--- src/rtl/uart_tx_periph_if.sv ---
// CPU data-bus slice seen by the UART transmitter: decoder select, write strobe,
// register offset, write data and the combinational read-data return path.
interface uart_tx_periph_if;
    logic        sel;
    logic        busWe;
    logic [3:0]  busAddr;
    logic [31:0] busWData;
    logic [31:0] busRData;

    modport master (
        output sel, busWe, busAddr, busWData,
        input  busRData
    );

    modport slave (
        input  sel, busWe, busAddr, busWData,
        output busRData
    );
endinterface

--- src/rtl/uart_tx_periph.sv ---
// Memory-mapped 8N1 UART transmitter with a small TX FIFO and programmable baud divisor.
// Define UART_TX_PARITY_EN to add a parity bit (CTRL[2]: 0=even, 1=odd) before the stop bit.
module uart_tx_periph #(
    parameter int unsigned FIFO_DEPTH = 4,
    parameter int unsigned DIV_RESET  = 868
) (
    input  logic             clk,
    input  logic             reset,
    uart_tx_periph_if.slave  bus,
    output logic             txd,
    output logic             txIrq
);
    localparam int AW = $clog2(FIFO_DEPTH);

`ifdef UART_TX_PARITY_EN
    typedef enum logic [2:0] {S_IDLE, S_START, S_DATA, S_PARITY, S_STOP} state_t;
`else
    typedef enum logic [2:0] {S_IDLE, S_START, S_DATA, S_STOP} state_t;
`endif

    state_t      r_state, w_nextState;
    logic [7:0]  r_fifo [FIFO_DEPTH];
    logic [AW:0] r_wrPtr, r_rdPtr, w_count;
    logic        w_full, w_empty, w_wr, w_push, w_pop, w_accept;
    logic        w_baudDone, w_txdNext, w_ctrlOdd, w_unused;
    logic [1:0]  w_regSel;
    logic [7:0]  w_head, r_shift;
    logic [15:0] r_div, r_divLat, r_baudCnt;
    logic [2:0]  r_bitIdx;
    logic        r_ovf, r_ie, r_txen, r_txd;
    logic [31:0] w_rdata;
`ifdef UART_TX_PARITY_EN
    logic        r_parOdd, r_parityBit;
    assign w_ctrlOdd = r_parOdd;
    assign w_unused  = ^{bus.busWData[31:16], bus.busAddr[1:0]};
`else
    assign w_ctrlOdd = 1'b0;
    assign w_unused  = ^{bus.busWData[31:16], bus.busWData[2], bus.busAddr[1:0]};
`endif

    assign w_regSel   = bus.busAddr[3:2];
    assign w_wr       = bus.sel & bus.busWe;
    assign w_push     = w_wr & (w_regSel == 2'd0);
    assign w_count    = r_wrPtr - r_rdPtr;
    assign w_empty    = (r_wrPtr == r_rdPtr);
    assign w_full     = (r_wrPtr[AW] != r_rdPtr[AW]) && (r_wrPtr[AW-1:0] == r_rdPtr[AW-1:0]);
    // A push into a full FIFO still lands when the head leaves in the same cycle.
    assign w_accept   = w_push & (~w_full | w_pop);
    assign w_head     = r_fifo[r_rdPtr[AW-1:0]];
    assign w_baudDone = (r_baudCnt == r_divLat - 16'd1);
    assign txd        = r_txd;
    assign txIrq      = w_empty & (r_state == S_IDLE) & r_ie;

    always_ff @(posedge clk) begin
        if (w_accept)
            r_fifo[r_wrPtr[AW-1:0]] <= bus.busWData[7:0];
    end

    always_ff @(posedge clk or negedge reset) begin
        if (!reset) begin
            r_wrPtr <= '0;
            r_rdPtr <= '0;
            r_ovf   <= 1'b0;
            r_div   <= 16'(DIV_RESET);
            r_ie    <= 1'b0;
            r_txen  <= 1'b1;
`ifdef UART_TX_PARITY_EN
            r_parOdd <= 1'b0;
`endif
        end else begin
            if (w_accept)
                r_wrPtr <= r_wrPtr + 1'b1;
            if (w_pop)
                r_rdPtr <= r_rdPtr + 1'b1;
            if (w_push & w_full & ~w_pop)
                r_ovf <= 1'b1;
            else if (w_wr && (w_regSel == 2'd1) && bus.busWData[3])
                r_ovf <= 1'b0;
            if (w_wr && (w_regSel == 2'd2))
                r_div <= (bus.busWData[15:0] == 16'd0) ? 16'd1 : bus.busWData[15:0];
            if (w_wr && (w_regSel == 2'd3)) begin
                r_ie   <= bus.busWData[0];
                r_txen <= bus.busWData[1];
`ifdef UART_TX_PARITY_EN
                r_parOdd <= bus.busWData[2];
`endif
            end
        end
    end

    always_ff @(posedge clk or negedge reset) begin
        if (!reset)
            r_state <= S_IDLE;
        else
            r_state <= w_nextState;
    end

    // The divisor is sampled at pop time so a DIV write never stretches a frame in flight.
    always_comb begin
        w_nextState = r_state;
        w_pop       = 1'b0;
        w_txdNext   = 1'b1;
        case (r_state)
            S_IDLE: begin
                if (r_txen && !w_empty) begin
                    w_pop       = 1'b1;
                    w_nextState = S_START;
                end
            end
            S_START: begin
                w_txdNext = 1'b0;
                if (w_baudDone)
                    w_nextState = S_DATA;
            end
            S_DATA: begin
                w_txdNext = r_shift[0];
                if (w_baudDone && (r_bitIdx == 3'd7))
`ifdef UART_TX_PARITY_EN
                    w_nextState = S_PARITY;
`else
                    w_nextState = S_STOP;
`endif
            end
`ifdef UART_TX_PARITY_EN
            S_PARITY: begin
                w_txdNext = r_parityBit;
                if (w_baudDone)
                    w_nextState = S_STOP;
            end
`endif
            S_STOP: begin
                w_txdNext = 1'b1;
                if (w_baudDone) begin
                    if (r_txen && !w_empty) begin
                        w_pop       = 1'b1;
                        w_nextState = S_START;
                    end else begin
                        w_nextState = S_IDLE;
                    end
                end
            end
            default: w_nextState = S_IDLE;
        endcase
    end

    always_ff @(posedge clk or negedge reset) begin
        if (!reset) begin
            r_txd     <= 1'b1;
            r_shift   <= 8'd0;
            r_divLat  <= 16'(DIV_RESET);
            r_baudCnt <= 16'd0;
            r_bitIdx  <= 3'd0;
`ifdef UART_TX_PARITY_EN
            r_parityBit <= 1'b0;
`endif
        end else begin
            r_txd <= w_txdNext;
            if (w_pop) begin
                r_shift   <= w_head;
                r_divLat  <= r_div;
                r_baudCnt <= 16'd0;
                r_bitIdx  <= 3'd0;
`ifdef UART_TX_PARITY_EN
                r_parityBit <= (^w_head) ^ r_parOdd;
`endif
            end else if (r_state != S_IDLE) begin
                if (w_baudDone) begin
                    r_baudCnt <= 16'd0;
                    if (r_state == S_DATA) begin
                        r_shift  <= r_shift >> 1;
                        r_bitIdx <= r_bitIdx + 3'd1;
                    end
                end else begin
                    r_baudCnt <= r_baudCnt + 16'd1;
                end
            end
        end
    end

    always_comb begin
        w_rdata = 32'd0;
        case (w_regSel)
            2'd1:    w_rdata = {25'd0, 3'(w_count), r_ovf, (r_state != S_IDLE), w_empty, w_full};
            2'd2:    w_rdata = {16'd0, r_div};
            2'd3:    w_rdata = {29'd0, w_ctrlOdd, r_txen, r_ie};
            default: w_rdata = 32'd0;
        endcase
        bus.busRData = bus.sel ? w_rdata : 32'd0;
    end
endmodule

--- src/flat_wrapper.sv ---
// flat-port wrapper written by rule: the top's interface ports become plain ports
module uart_tx_periph_flat 
#(
    parameter int unsigned FIFO_DEPTH = 4,
    parameter int unsigned DIV_RESET  = 868
)
  (clk, reset, txd, txIrq, bus_sel, bus_busWe, bus_busAddr, bus_busWData, bus_busRData);
  uart_tx_periph_if bus_i ();
  input  logic clk;
  input  logic reset;
  output logic txd;
  output logic txIrq;
  input wire logic [$bits(bus_i.sel)-1:0] bus_sel;
  input wire logic [$bits(bus_i.busWe)-1:0] bus_busWe;
  input wire logic [$bits(bus_i.busAddr)-1:0] bus_busAddr;
  input wire logic [$bits(bus_i.busWData)-1:0] bus_busWData;
  output wire logic [$bits(bus_i.busRData)-1:0] bus_busRData;
  assign bus_i.sel = bus_sel;
  assign bus_i.busWe = bus_busWe;
  assign bus_i.busAddr = bus_busAddr;
  assign bus_i.busWData = bus_busWData;
  assign bus_busRData = bus_i.busRData;
  uart_tx_periph #(.FIFO_DEPTH(FIFO_DEPTH), .DIV_RESET(DIV_RESET)) u_core (.clk(clk), .reset(reset), .bus(bus_i), .txd(txd), .txIrq(txIrq));
endmodule
--- config.mk ---
export PLATFORM = sky130hd
export DESIGN_NAME = uart_tx_periph_flat
export DESIGN_NICKNAME = d
export VERILOG_FILES = /design/src/rtl/uart_tx_periph_if.sv /design/src/rtl/uart_tx_periph.sv /design/src/flat_wrapper.sv
export SDC_FILE = /design/constraint.sdc
export NUM_CORES = 1
export LEC_CHECK = 0
export ABC_AREA = 1
export BUFFER_PORTS_ARGS = -buffer_cell sky130_fd_sc_hd__buf_2
export CAP_MARGIN = 30
export CORE_MARGIN = 2
export CORE_UTILIZATION = 30
export DETAILED_ROUTE_END_ITERATION = 16
export HOLD_SLACK_MARGIN = 0.08
export PLACE_DENSITY = 0.55
export REMOVE_ABC_BUFFERS = 1
export SLEW_MARGIN = 20
export SYNTH_ARGS = -nofsm -noshare
export SYNTH_HDL_FRONTEND = slang
export SYNTH_SLANG_ARGS = --single-unit
--- constraint.sdc ---
create_clock -name clk -period 6.4 [get_ports clk]
set_input_delay 0.64 -clock clk [delete_from_list [all_inputs] [get_ports clk]]
set_output_delay 0.64 -clock clk [all_outputs]
set_load 0.1 [all_outputs]
==> flow_metrics.py, run 1 <==
metrics = {
    "place": {
        "postPlaceCellArea_um2": 5950,
        "gp_congestion": 0.837,
        "hpwl_um": 8780,
        "port_buffers": 39,
    },
    "grt": {
        "antenna_found_initial": 0,
        "grt_pass1_wl_um": 20400,
        "overflow": 0,
        "grt_pass1_vias": 3921,
        "grt_start_max_net_pins": 72,
        "track_usage_pct": 13.1,
    },
    "cells_and_area": {
        "drive_gt1_share_pct": 16.2,
        "final_design_area_no_fill_um2": 6280,
        "fill_cells": 1901,
        "diodes": 0,
        "postLayoutCoreUtil_pct": 33.8,
        "area_growth_syn_to_layout_pct": 11.6,
        "finalNetCount": 732,
    },
    "floorplanning": {
        "ios": 74,
        "die_w_um": 141,
        "num_rows": 50,
        "die_h_um": 141,
        "dieArea_um2": 19900,
        "core_um2": 18600,
        "initial_core_util_pct": 30.3,
    },
    "setup_path": {
        "cp-end-kind": "flop",
        "cp-startpoint": "u_core.r_rdPtr[1]$_DFFE_PN0N_",
        "r2r-start": "u_core.r_rdPtr[1]$_DFFE_PN0N_",
        "cp.required_ps": 6390,
        "worstPathArrival_ps": 3820,
        "crit_type": "reg -> reg",
        "path_cells": "clkinv_1 > ha_1 > inv_1 > nor3_1 > nor2_1 > inv_1 > a211oi_2 > nand2_8 > nand2_4 > nand2_2 > nor2_1",
        "worst_path_largest_cell_delay_ps": 650,
        "critPathSlowestCell": "nor2_1",
        "cp-start-kind": "flop",
        "cp_max_fo": 54,
    },
    "yosys": {
        "yosysUniqueCellTypes": 45,
        "yosysWarningCount": 0,
        "synth.area.top_cells": "dfrtp_1, edfxtp_1, nand2_1",
        "netlist_area_um2": 5630,
        "synth-seq-area-share_pct": 48.9,
        "syn_inst": 641,
        "synth_largest_area_cell": "dfrtp_1",
        "avgSynthCellArea_um2": 8.78,
        "synth_top_area_share_pct": 26.2,
        "synth_seq_cells": 103,
    },
    "route": {
        "wire_per_inst_um": 13.5,
        "initialDrtViolationCount": 170,
        "drc": 0,
        "dr.pass1.iters": 6,
        "drtAntennaViolNets": 0,
        "drt_wl_total_um": 12300,
        "avgViaCountPerCell": 4.52,
        "num_vias": 4138,
    },
    "flow_run": {
        "cap_violations": 0,
    },
    "power_and_ir_drop": {
        "total_power_mw": 2.65,
        "p_leak_nw": 2.82,
        "ir_worst_vdd_uv": 199,
        "power.density_nw_per_um2": 422,
    },
    "clock_network": {
        "cts_buffers": 9,
        "root_buffer": "clkbuf_16",
        "cts_resized": 0,
        "htreeDepth": 3,
        "cts_hold_buf": 0,
        "post_cts_buffers": 0,
        "cts_sinks": 103,
        "clk_latency_ps": 360,
        "cts.path.max_buffers": 2,
        "clkTransAtPathRegs_ps": 80,
        "cts_tree": "built",
    },
    "sta": {
        "finalCritPeriodShare_pct": 59.8,
        "worstMarginPinSlew_ps": 802,
        "slew_violations": 0,
        "finalHoldViolations": 0,
        "final.setup.tns_ps": 0,
        "clock_skew_ps": 10.7,
        "period_minus_slack_ps": 3830,
        "rsz0062_at_grt": "no",
        "finalSetupViolations": 0,
        "whs_ps": 185,
        "slew_headroom_pct": 46.3,
        "fmax_mhz": 261,
    },
    "outcome": {
        "status": "completed",
    },
    "min_path": {
        "hold_path.class": "in -> async",
    },
}
==> sequential cells by signal (all words and copies together) (netlist names), 2 cells and up <==
name / count
u_core.r_div: 16
u_core.r_baudCnt: 16
u_core.r_fifo: 32
u_core.r_state: 2
u_core.r_bitIdx: 3
u_core.r_divLat: 16
u_core.r_shift: 8
u_core.r_wrPtr: 3
u_core.r_rdPtr: 3
==> worst max-delay path, delay by kind of cell, from the launching register on <==
| kind | cells | cell delay (ps) |
|---|---|---|
| simple gates | 6 | 1500 |
| flops | 1 | 610 |
| buf+inv | 3 | 570 |
| fa+ha+maj | 1 | 420 |
| compound gates | 1 | 350 |
==> stage by stage <==
stage,instances,worst slack [ps]
2_1_floorplan,624,2230
3_3_place_gp,898,2570
3_5_place_dp,898,2550
4_1_cts,914,2520
5_1_grt,915,2290
6_report,915,2570
==> layer usage <==
| metal | up-vias | track usage, % | wire length [µm] | share of wire (%) |
|---|---|---|---|---|
| li1 | 2141 | - | - | - |
| met3 | 10 | 1.90 | 277 | 2.2 |
| met1 | 1936 | 18.7 | 6360 | 52 |
| met2 | 51 | 20.2 | 5530 | 45 |
| met5 | - | 0 | 0 | 0 |
| met4 | 0 | 5.21 | 146 | 1.2 |
==> final cells by class <==
type	count	area (µm²)	area share, %
sequential	103	2750	43.9
multi-input combinational	448	2420	38.5
tap	234	293	4.66
inverter	73	279	4.44
timing repair buffer	41	233	3.71
clock buffer	9	225	3.59
clock inverter	7	78.8	1.26
==> kinds of logic (layout without fill, tap and decap cells) <==
group,count (synthesis),count (layout),share of synthesized area (%)
AND/OR/NAND/NOR,300,300,24.7
buffers and inverters,105,130,9.14
flip-flops,103,103,48.9
AO/OA/AOI/OAI,90,90,9.41
XOR/XNOR,26,26,4.05
adder cells (fa/ha/maj),16,16,3.69
other,1,16,0.0666
==> final timing paths <==
path | endpoint | slack, ps | depth (start not counted)
max | u_core.r_fifo[3][1]$_DFFE_PP_ | 2570 | 11
min reg2reg | u_core.r_div[6]$_DFFE_PN1P_ | 480 | 2
min in group clk | u_core.r_div[6]$_DFFE_PN1P_ | 480 | 2
max reg2reg | u_core.r_fifo[3][1]$_DFFE_PP_ | 2570 | 11
max in group asynchronous | u_core.txd$_DFF_PN1_ | 5600 | 2
min | u_core.r_div[10]$_DFFE_PN0P_ | 180 | 1
==> layout by cell type, fill, tap and decap left out, types with 4 or more instances in the layout <==
master     synthesis  routed
nand2_1          129     129
nor2_4             4       4
o21ai_1            9       9
xnor2_1            7       7
clkbuf_16          0       9
edfxtp_1          32      32
nand2_2            8       8
ha_1              15      15
nand3b_1           4       4
xor2_1            19      19
conb_1             1      16
nor2_1            73      73
nor3_1             8       8
a21oi_1            6       6
inv_1             68      68
dfrtp_1           59      59
buf_2              2      38
nand4_1            9       9
o21ai_0           47      47
dfstp_2           12      12
o22ai_1           10      10
nand3_1           45      45
inv_6              1       5
o21ai_2            9       9
nand3_2            4       4
nor4_1             4       4
==> report_power, final <==
group / total [mW] / switching [mW] / internal (mW)
Combinational: 1.10 / 0.751 / 0.348
Clock: 0.561 / 0.281 / 0.279
Sequential: 0.989 / 0.151 / 0.838
Total: 2.65 / 1.18 / 1.47
==> cells in the mapped netlist (all sizes together) <==
cell    count
a21oi       6
nor4        4
nor3        9
clkinv      2
clkbuf      6
o21a        2
inv        71
a22oi       1
conb        1
buf        26
xnor2       7
o21ai      65
o41ai       1
or2         3
nand3b      4
a211oi      1
fa          1
dfstp      12
nand4       9
nand2     141
o22ai      10
nor2       81
nand3      49
ha         15
o211ai      1
xor2       19
dfrtp      59
edfxtp     32
o32ai       3
Power figures use the tool's default switching activity.
==> run 2: changes to the inputs <==
--- a/config.mk
+++ b/config.mk
@@ -5,7 +5,7 @@
 export SDC_FILE = /design/constraint.sdc
 export NUM_CORES = 1
 export LEC_CHECK = 0
-export ABC_AREA = 1
+export ABC_AREA = 0
 export BUFFER_PORTS_ARGS = -buffer_cell sky130_fd_sc_hd__buf_2
 export CAP_MARGIN = 30
 export CORE_MARGIN = 2
==> constraint.sdc (replaced) <==
create_clock -name clk -period 3.95 [get_ports clk]
set_input_delay 0.395 -clock clk [delete_from_list [all_inputs] [get_ports clk]]
set_output_delay 0.395 -clock clk [all_outputs]
set_load 0.1 [all_outputs]
==> flow_metrics.py, run 2 <==
metrics = {
    "place": {
        "port_buffers": 39,
        "postPlaceCellArea_um2": 5950,
        "gp_congestion": 0.849,
        "hpwl_um": 8930,
    },
    "cells_and_area": {
        "area_growth_syn_to_layout_pct": 14.0,
        "fill_cells": 1778,
        "diodes": 0,
        "largest_reg_flops": 32,
        "regArea_um2": 2750,
        "postLayoutCoreUtil_pct": 34.9,
        "layout_common_cells": "dfrtp_1, buf_2, edfxtp_1",
        "drive_gt1_share_pct": 27.6,
        "multi_input_area_um2": 2560,
        "finalNetCount": 562,
        "final_common_cell": "dfrtp_1",
        "final_design_area_no_fill_um2": 6270,
    },
    "clock_network": {
        "htreeDepth": 3,
        "post_cts_buffers": 0,
        "clk_latency_ps": 340,
        "cts_tree": "built",
        "root_buffer": "clkbuf_16",
        "clkTransAtPathRegs_ps": 70,
        "cts.path.max_buffers": 2,
        "cts_buffers": 9,
        "cts_sinks": 103,
    },
    "yosys": {
        "synthFlopType": "dfrtp_1",
        "synth_seq_cells": 103,
        "yosysUniqueCellTypes": 71,
        "synthArstFlopShare_pct": 68.9,
        "synthAdderAreaFrac_pct": 3.78,
        "synth_edf_count": 32,
        "synth_top_family_by_area": "simple AND/OR/NAND/NOR gates",
        "yosysWarningCount": 0,
        "synthMuxAreaShare_pct": 12.1,
        "syn_inst": 457,
        "avgSynthCellArea_um2": 12.0,
        "synth_common_cells": "dfrtp_1, edfxtp_1, mux2_2",
        "synth_largest_area_cell": "dfrtp_1",
        "yosys.area_share.simple_pct": 15.3,
        "synth-seq-area-share_pct": 50.1,
        "netlist_area_um2": 5500,
        "synthMostInstantiatedCell": "dfrtp_1",
        "synthXorXnorAreaFrac_pct": 5.26,
        "synth_compound_area_share_pct": 9.01,
        "synth.area.top_cells": "dfrtp_1, edfxtp_1, dfstp_2",
        "synth_top_area_share_pct": 26.9,
    },
    "route": {
        "wire_per_inst_um": 16.3,
        "num_vias": 3677,
        "dr.pass1.iters": 4,
        "drc": 0,
        "initialDrtViolationCount": 145,
        "avgViaCountPerCell": 4.97,
        "drtAntennaViolNets": 0,
        "drt_wl_total_um": 12100,
    },
    "grt": {
        "grt.busiest_layer": "met2",
        "overflow": 0,
        "grt.met3_usage_pct": 1.82,
        "antenna_found_initial": 0,
        "track_usage_pct": 13.0,
        "use_met1_pct": 18.2,
        "grt_pass1_wl_um": 20100,
        "grt_pass1_vias": 3756,
        "grtUsageMet2_pct": 20.6,
        "grt_start_max_net_pins": 72,
    },
    "outcome": {
        "status": "completed",
    },
    "min_path": {
        "hold_path.class": "in -> reg",
    },
    "power_and_ir_drop": {
        "power.density_nw_per_um2": 693,
        "ir_worst_vdd_uv": 363,
        "p_leak_nw": 2.63,
    },
    "floorplanning": {
        "dieArea_um2": 19400,
        "core_um2": 18000,
        "ios": 74,
        "die_h_um": 139,
        "die_w_um": 139,
        "initial_core_util_pct": 30.6,
        "num_rows": 49,
    },
    "sta": {
        "worstMarginPinSlew_ps": 777,
        "final.setup.tns_ps": 0,
        "finalSetupViolations": 0,
        "slew_headroom_pct": 48.1,
        "fmax_mhz": 273,
        "clock_skew_ps": 5.70,
        "slew_violations": 0,
        "rsz0062_at_grt": "no",
        "finalHoldViolations": 0,
        "finalCritPeriodShare_pct": 92.9,
        "period_minus_slack_ps": 3670,
    },
    "setup_path": {
        "path_buf_inv": 1,
        "cp-start-kind": "flop",
        "worstPathArrival_ps": 3700,
        "cp-end-kind": "flop",
        "critical-path-top-delay-family": "simple AND/OR/NAND/NOR gates",
        "cp.required_ps": 3980,
        "crit_type": "reg -> reg",
        "cp_max_fo": 8,
        "critPathSlowestCell": "or4b_1",
        "worst_path_largest_cell_delay_ps": 570,
        "path_cells": "inv_1 > ha_1 > nor3b_1 > nor4b_2 > mux2i_1 > o311ai_4 > or4b_1 > a31oi_2 > and2_2",
    },
    "flow_run": {
        "cap_violations": 0,
    },
}
-- run 2: final timing paths --
path / end / cells past startpoint / slack (ps) / from
worst max-delay path: u_core.r_fifo[1][2]$_DFFE_PP_ / 9 / 280 / u_core.r_divLat[0]$_DFFE_PN0N_
min in group asynchronous: u_core.r_shift[5]$_DFFE_PN0P_ / 2 / 540 / reset
worst min-delay path: u_core.r_div[9]$_DFFE_PN1P_ / 2 / 300 / bus_busWData[9]
worst max register to register: u_core.r_fifo[1][2]$_DFFE_PP_ / 9 / 280 / u_core.r_divLat[0]$_DFFE_PN0N_
worst min register to register: u_core.r_rdPtr[2]$_DFFE_PN0N_ / 1 / 500 / u_core.r_rdPtr[2]$_DFFE_PN0N_
max in group asynchronous: u_core.r_divLat[8]$_DFFE_PN1N_ / 3 / 2780 / reset
-- run 2: cells by family (layout without fill, tap and decap cells) --
kind of cell,Yosys count,after routing
AND/OR/NAND/NOR,148,148
flip-flops,103,103
AO/OA/AOI/OAI,62,62
multiplexers,49,49
buffers and inverters,45,84
XOR/XNOR,33,33
adder cells (fa/ha/maj),16,16
other,1,16
-- run 2: power breakdown --
| part | switching, mW | total [mW] | internal (mW) |
|---|---|---|---|
| Sequential | 0.260 | 1.63 | 1.37 |
| Combinational | 1.08 | 1.85 | 0.770 |
| Clock | 0.420 | 0.861 | 0.442 |
| Total | 1.76 | 4.34 | 2.58 |
-- run 2: layout make-up --
type                    count  share of cell area [%]
inverters                  14                   0.838
repair buffers             54                    5.19
flip-flops and latches    103                    43.9
clock buffers               9                    3.59
multi-input cells         324                    40.9
clock inverters             7                   0.998
well taps                 229                    4.57
-- run 2: timing repair --
item                                    4_1_cts  5_1_grt
resized for setup                             0        4
hold buffers                                  0        1
hold endpoints to repair                      0       27
endpoints found under the setup margin        0       32
-- run 2: per-stage QoR --
stage | setup slack (ps) | std cells | total power, mW | hold WS [ps]
2_1_floorplan | 421 | 441 | 2.97 | 99.4
3_5_place_dp | 195 | 722 | 3.49 | 481
4_1_cts | 149 | 738 | 4.36 | 224
6_report | 282 | 740 | 4.34 | 296
5_1_grt | 98.5 | 740 | 4.65 | 293
3_3_place_gp | 289 | 722 | 3.45 | 481
-- run 2: routing by layer --
| layer | wire (µm) | part of all wire, % |
|---|---|---|
| met1 | 5850 | 49 |
| met2 | 5680 | 47 |
| met4 | 206 | 1.7 |
| met5 | 0 | 0 |
| met3 | 311 | 2.6 |
